--- src/rtl/mem_access_ctrl_pkg.sv ---
// Shared types and constants for the data-memory access controller.
// Holds the FSM encoding, default data-memory base and wait counter width.
package mem_access_ctrl_pkg;

    typedef enum logic [1:0] {
        IDLE   = 2'd0,
        ACCESS = 2'd1,
        DONE   = 2'd2
    } state_t;

    localparam int unsigned CNT_W             = 4;
    localparam int unsigned DEFAULT_ADDR_BASE = 1024;

    // Byte address relative to the data-memory base, as a word index; wraps below base.
    function automatic logic [31:0] word_addr(input logic [31:0] byte_addr,
                                              input logic [31:0] base);
        logic [31:0] offset;
        offset = byte_addr - base;
        return {2'b00, offset[31:2]};
    endfunction

endpackage

--- src/rtl/mem_access_ctrl_wait_counter.sv ---
// Wait-state down-counter: loadable, decrements on request, flags count == 1.
// The count saturates at zero so a stray decrement cannot wrap.
module wait_counter
    import mem_access_ctrl_pkg::*;
#(
    parameter int unsigned W = CNT_W
) (
    input  logic         clk,
    input  logic         rst,
    input  logic         load,
    input  logic [W-1:0] load_val,
    input  logic         dec,
    output logic         last
);

    logic [W-1:0] count;

    always_ff @(posedge clk) begin
        if (rst) begin
            count <= '0;
        end else if (load) begin
            count <= load_val;
        end else if (dec && (count != '0)) begin
            count <= count - 1'b1;
        end
    end

    assign last = (count == W'(1));

endmodule

--- src/rtl/mem_access_ctrl.sv ---
// Multi-cycle data-memory access controller: freezes the pipeline while a
// load or store runs for WAIT_CYCLES wait states, then releases for one DONE cycle.
module mem_access_ctrl
    import mem_access_ctrl_pkg::*;
#(
    parameter int unsigned WAIT_CYCLES = 3,
    parameter int unsigned ADDR_BASE   = DEFAULT_ADDR_BASE
) (
    input  logic        clk,
    input  logic        rst,
    input  logic        mem_r_en,
    input  logic        mem_w_en,
    input  logic [31:0] address,
    input  logic [31:0] st_val,
    input  logic [31:0] mem_rdata,
    output logic        freeze,
    output logic        mem_req,
    output logic        mem_we,
    output logic [31:0] mem_addr,
    output logic [31:0] mem_wdata,
    output logic [31:0] read_data
);

    localparam logic [31:0]      BASE      = 32'(ADDR_BASE);
    localparam logic [CNT_W-1:0] WAIT_LOAD = CNT_W'(WAIT_CYCLES);

    state_t      state;
    state_t      next_state;
    logic        accept;
    logic        cnt_last;
    logic        lat_we;
    logic [31:0] lat_addr;
    logic [31:0] lat_data;

    wait_counter #(
        .W(CNT_W)
    ) u_wait_counter (
        .clk      (clk),
        .rst      (rst),
        .load     (accept),
        .load_val (WAIT_LOAD),
        .dec      (state == ACCESS),
        .last     (cnt_last)
    );

    always_ff @(posedge clk) begin
        if (rst) begin
            state     <= IDLE;
            lat_we    <= 1'b0;
            lat_addr  <= '0;
            lat_data  <= '0;
            read_data <= '0;
        end else begin
            state <= next_state;
            if (accept) begin
                lat_addr <= word_addr(address, BASE);
                lat_data <= st_val;
                lat_we   <= mem_w_en & ~mem_r_en;
            end
            if ((state == ACCESS) && cnt_last && !lat_we) begin
                read_data <= mem_rdata;
            end
        end
    end

    // Requests seen in DONE belong to the access just finished, so only IDLE accepts.
    always_comb begin
        next_state = state;
        accept     = 1'b0;
        freeze     = 1'b0;
        mem_req    = 1'b0;
        case (state)
            IDLE: begin
                if (mem_r_en || mem_w_en) begin
                    accept     = 1'b1;
                    freeze     = 1'b1;
                    next_state = ACCESS;
                end
            end
            ACCESS: begin
                mem_req = 1'b1;
                freeze  = 1'b1;
                if (cnt_last) begin
                    next_state = DONE;
                end
            end
            DONE: begin
                next_state = IDLE;
            end
            default: begin
                next_state = IDLE;
            end
        endcase
        if (rst) begin
            accept  = 1'b0;
            freeze  = 1'b0;
            mem_req = 1'b0;
        end
    end

    assign mem_we    = mem_req & lat_we;
    assign mem_addr  = mem_req ? lat_addr : '0;
    assign mem_wdata = mem_req ? lat_data : '0;

endmodule

--- config.mk ---
export PLATFORM = sky130hd
export DESIGN_NAME = mem_access_ctrl
export DESIGN_NICKNAME = d
export VERILOG_FILES = /design/src/rtl/mem_access_ctrl_pkg.sv /design/src/rtl/mem_access_ctrl_wait_counter.sv /design/src/rtl/mem_access_ctrl.sv
export SDC_FILE = /design/constraint.sdc
export NUM_CORES = 1
export LEC_CHECK = 0
export BUFFER_PORTS_ARGS = -buffer_cell sky130_fd_sc_hd__buf_2
export CORE_UTILIZATION = 35
export DETAILED_ROUTE_END_ITERATION = 10
export PLACE_DENSITY = 0.68
export SYNTH_ARGS = -nofsm -noshare
export SYNTH_HDL_FRONTEND = slang
export SYNTH_SLANG_ARGS = --single-unit
--- constraint.sdc ---
create_clock -name clk -period 4.6 [get_ports clk]
set_input_delay 0.23 -clock clk [delete_from_list [all_inputs] [get_ports clk]]
set_output_delay 0.23 -clock clk [all_outputs]
set_load 0.01 [all_outputs]
---- Yosys cells after proc, flatten, opt, wreduce, memory -nomap -nowiden ----
Index checks and enable logic that the tools add are counted.
storage, ports and cells
  input port bits ......................... 100
  flip-flop bits (word level) ............. 101
  logic and storage cells ................. 40
  output and inout port bits .............. 99
operators by class
  add/subtract/negate cells ............... 2
  multiplexer cells ....................... 14
  eq/ne operators ......................... 4
  reductions and logical operators ........ 10
  bitwise operators ....................... 3
operators by type and width
  kind                                                                    number
  32-bit two-way mux                                                      1
  32-bit by 11-bit subtractor with 32-bit output (second input constant)  1
  30-bit two-way mux                                                      1
  2-bit two-way mux                                                       4
  1-bit two-way mux                                                       6
  4-bit by 1-bit equality test with 1-bit output (second input constant)  1
  2-bit != test (second input constant)                                   2
  2-bit one-hot mux with 2 select lines                                   1
  4-bit nonzero test                                                      1
  4-bit by 1-bit subtractor with 4-bit output (second input constant)     1
  1-bit logical AND                                                       3
  1-bit AND                                                               2
  2-bit by 1-bit equality test with 1-bit output (second input constant)  1
  2-bit zero test                                                         1
  1-bit one-hot mux with 2 select lines                                   1
  2-bit AND reduction                                                     1
  2-bit nonzero test                                                      1
  2-bit OR reduction                                                      1
  1-bit zero test                                                         1
  1-bit logical OR                                                        1
  1-bit NOT                                                               1

---- Depth between registers and ports, before layout ----
  depth in word-level cells ............... 5
  mapped depth ............................ 8

---- By module ----
A second synthesis with hierarchy kept.
unflattened totals
  cells, all modules ...................... 563
  area, all modules ....................... 4,396.7 sq um
modules (own cells, without submodules)
  module           instances  cells an instance  area each (sq um)
  mem_access_ctrl  1          530                4,110.2
  wait_counter     1          33                 286.5

---- Least setup slack after synthesis ----
No wires, ideal clock.
  kind .................................... input port to flip-flop
  start point ............................. input port address[21]
  end point ............................... register lat_addr[29]
  setup slack ............................. 2,485 ps
  cell stages on the path ................. 5
  data arrival time ....................... 2,025 ps
  cell sequence ........................... or4_4 > or4_1 > buf_2 > or4_1 > a311oi_1
between the ends
  cells in the longest elaborated chain, start to end .. 1
ends and longest elaborated chain
  what                                            RTL line                   RTL
  start, declared                                 mem_access_ctrl.sv:13      input logic [31:0] address,
  32-bit by 11-bit subtractor with 32-bit output  mem_access_ctrl_pkg.sv:18  offset = byte_addr - base;
  end signal, assigned                            mem_access_ctrl.sv:56      lat_addr <= word_addr(address, BASE);
  end, declared                                   mem_access_ctrl.sv:32      logic [31:0] lat_addr;
No other way between the ends.
A chain may end at the register's enable or synchronous reset.

---- Worst setup path in the final report ----
  start point ............................. register state[1]
  end point ............................... output port mem_addr[22]
between the ends
  cells in the longest elaborated chain, start to end .. 4
ends and longest elaborated chain
  what                                            RTL line                RTL
  start, declared                                 mem_access_ctrl.sv:27   state_t state;
  start signal, assigned                          mem_access_ctrl.sv:54   state <= next_state;
  2-bit by 1-bit equality test with 1-bit output  mem_access_ctrl.sv:72   case (state)
  1-bit two-way mux                               mem_access_ctrl.sv:72
  1-bit two-way mux                               mem_access_ctrl.sv:94   if (rst) begin
  30-bit two-way mux                              mem_access_ctrl.sv:102  assign mem_addr = mem_req ? lat_addr : '0;
  end, declared                                   mem_access_ctrl.sv:19   output logic [31:0] mem_addr,
No other way between the ends.

==> summary.md <==
| Metric | Value |
|---|---|
| Outcome | finished clean |
| Total CTS buffers | 9 |
| Via count | 4127 |
| Pleak | ~2.6 nW |
| GRT overflow | 0 |
| Hold path endpoint | read_data[1] |
| Crit-path max FO | between 60 and 70 |
| CTS Hold Buffers Added | 0 |
| WP data arrival | 2.30 ns |
| Number of clock sinks | 101 |
| IO Port Bufs | 194 |
| Area Growth Syn to Fin | 31.9% |
| Syn Area/Cell | around 8 um2 |
| DR pass1 iterations | 4 |
| Crit-path cells | nand2b_1 > nor2_4 > and2_1 > buf_2 |
| Vias in the first global route | 3606 |
| DR iter-0 viols | 300 |
| Flop pwr share | 46.9% |
| Commonest cells after routing, fill and taps aside | buf_2 (193), nand2_1 (145), dfxtp_1 (101) |
| Share of cells above drive strength 1 | 30.8% |
| Postcts setup bufs | 0 |
| Flop2flop setup slack | 2.30 ns |
| Sw Ratio | 27.8% |
| Fin nets | 829 |
| Largest net degree at the start of global routing | 73 |
| Worst skew pair latency | around 0.34 ns |
| Startpoint types | register |
| Post-detailed-route count of antenna-violating nets | 0 |
| Clk buf depth | 2 |
| Crit end category | primary output |
| Worst Reg2Reg Path Length in Cells | 5 |
| Via/cell ratio | 4.59 |
| CTS clock-pin slew for the worst setup and hold paths | 0.07 ns |
| Yosys reg bits | 101 |
| Final hold violation count | 0 |
| Cell Rows | 40 |
| Clock group share of total power | a little under two fifths |
| Internal power | 1.51 mW |
| Crit path buffers/inverters | 1 |
| Top Ports | 199 |
| Minimum clock period | 2.53 ns |
| Final worst-path cycle share | a little over half |
| Chip width | 113 um |
| CTS H-tree depth | 3 |
| Peak supply drop | 0.000143 V |
| ANT cells | 0 |
| # Max-Cap Violations | 0 |
| Cell count after synthesis | 557 |
| DRC errors left | 0 |
| Reg-to-reg critical path endpoint | read_data[11] |
| DR WL/cell | 12.3 um |
| First-pass GRT wire length | between 15000 and 20000 um |
| Root Buffer | clkbuf_16 |
| GRT Overall Usage | 16.7% |
| Post-CTS sizing | 0 |
| Initial core utilization | roughly 36% |
| Core area | 0.0121 mm2 |
| Setup violators final | 0 |
| Final max-slew violation count | 0 |
| Comb power frac | 15.8% |
| Number of synthesis warnings | 0 |
| Hold_sp | mem_rdata[1] |
| Slew @ Worst Pin | 1.11 ns |
| CTS tree | yes |
| Routed WL | about 11000 um |
| Synth cell types | 39 |
| Slew HR | roughly a quarter |
| Cell Count, Final, Fillers Out | 899 |
| Max Freq | 0.396 GHz |
| RR Startpoint | u_wait_counter.count[0] |
| Worst Clk Skew | 0.00646 ns |
| HPWL after detailed placement | 7390 um |
| Routability cong. | roughly 0.74 |
| Psw | 0.579 mW |
| Fin Setup TNS | 0 ns |
| Worst Hold Class | input port to register |
| Initial antenna violation count | 0 |
| Data required, critical path | 4.37 ns |
| WHS Path Cells | 3 |
| P per Cell Area | 364 mW/mm2 |
| Post-synthesis cell area | 0.00435 mm2 |
| Kind of cell adding the most delay to the critical path | simple AND/OR/NAND/NOR gates |
| Slowest-stage cell, CP | nor2_4 |
| Die area | 0.0129 mm2 |
| Commonest non-fill, non-tap cell in the layout | buf_2 |
| Setup Crit Path Kind | register to primary output |
| RSZ-0062 raised after global routing | no |
| Sequential element share of the synthesized area | 46.5% |
| Largest stage delay, worst path | 0.87 ns |
| Die height | 113 um |
| Placed Cells incl. Taps | 883 |
-- power groups by stage --
stage | combinational [mW] | clock [mW] | sequential [mW]
2_1_floorplan | 0.205 | 0 | 0.997
3_3_place_gp | 0.330 | 0 | 0.995
3_5_place_dp | 0.332 | 0 | 0.999
4_1_cts | 0.334 | 0.798 | 0.979
5_1_grt | 0.372 | 0.836 | 0.987
6_report | 0.330 | 0.777 | 0.978
-- registers in the layout (all words and copies together) (netlist names) --
signal                flops
state                     2
lat_addr                 30
lat_we                    1
u_wait_counter.count      4
read_data                32
lat_data                 32
-- layer usage --
layer | part of all wire [%] | GRT usage, % | vias to the layer above | wire, um
met4 | 1.9 | 7.37 | 0 | 207
li1 | - | - | 2186 | -
met2 | 48 | 28.2 | 99 | 5320
met5 | 0 | 0 | - | 0
met1 | 46 | 21.3 | 1826 | 5070
met3 | 3.8 | 2.34 | 16 | 419
-- area by class of cell --
cell class / instances / area (um2)
fill: 1253 / 6330
multi-input combinational: 411 / 2170
sequential: 101 / 2020
timing repair buffer: 198 / 1000
clock buffer: 9 / 225
tap: 168 / 210
clock inverter: 7 / 81.3
inverter: 5 / 18.8
-- logic make-up (layout without fill, tap and decap cells) --
| family | Yosys count | after routing | synth area share, % |
|---|---|---|---|
| simple gates | 281 | 281 | 30.8 |
| compound gates | 111 | 111 | 14.7 |
| flops | 101 | 101 | 46.5 |
| buf+inv | 46 | 219 | 4.17 |
| xor+xnor | 13 | 13 | 2.62 |
| fa+ha+maj | 3 | 3 | 0.863 |
| other cells | 1 | 2 | 0.0862 |
| mux | 1 | 1 | 0.259 |
-- tightest hold or removal path, stage by stage --
cell,delay [ns]
buf_2,0.09
nand2_1,0.04
a21oi_1,0.05
-- cell usage after synthesis --
cell type	count	area (um2)
nand2_1	145	544
conb_1	1	3.75
or4_2	2	17.5
xnor2_1	10	87.6
nor4_1	4	25.0
o21a_1	1	7.51
o41ai_1	1	8.76
or4b_2	1	10.0
buf_4	2	15.0
a211oi_1	13	97.6
nand2b_1	1	6.26
ha_1	3	37.5
buf_1	4	15.0
or3_2	1	7.51
buf_2	1	5.00
o21ai_1	1	5.00
o21ai_0	3	15.0
nor4b_1	2	17.5
xor2_1	3	26.3
a311oi_1	9	78.8
a21oi_1	78	390
or4_1	4	30.0
inv_1	5	18.8
or3b_2	1	8.76
nor3b_1	1	7.51
or4b_1	1	10.0
nand4b_1	1	8.76
dfxtp_1	101	2020
and2_1	63	394
or4_4	1	11.3
nor2b_1	1	6.26
nor2_1	31	116
nor3_1	11	55.1
clkbuf_1	34	128
mux2_2	1	11.3
o31ai_1	5	37.5
nand4_1	2	12.5
nand3_1	1	5.00
or3_1	7	43.8
-- stage by stage --
| step | area [um2] | total power [mW] | util (%) | setup slack, ns | hold WS, ns |
|---|---|---|---|---|---|
| 5_1_grt | 5730 | 2.19 | 47.5 | 1.81 | 0.105 |
| 3_3_place_gp | 5430 | 1.33 | 45.0 | 2.11 | 0.438 |
| 2_1_floorplan | 4350 | 1.20 | - | 2.48 | 0.326 |
| 3_5_place_dp | 5430 | 1.33 | 45.0 | 2.08 | 0.443 |
| 4_1_cts | 5730 | 2.11 | 47.5 | 1.99 | 0.109 |
| 6_report | 5730 | 2.08 | 47.5 | 2.07 | 0.119 |
-- worst max-delay path by stage --
| stage | from | endpoint | slack, ns | depth (start not counted) |
|---|---|---|---|---|
| 3_5_place_dp | address[10] | lat_addr[24] | 2.08 | 7 |
| 4_1_cts | state[1] | mem_addr[22] | 1.99 | 4 |
| 5_1_grt | state[1] | mem_addr[22] | 1.81 | 4 |
| 2_1_floorplan | address[21] | lat_addr[29] | 2.48 | 5 |
| 6_report | state[1] | mem_addr[22] | 2.07 | 4 |
| 3_3_place_gp | address[10] | lat_addr[24] | 2.11 | 7 |
No activity file was read; power rests on OpenSTA's default activity.
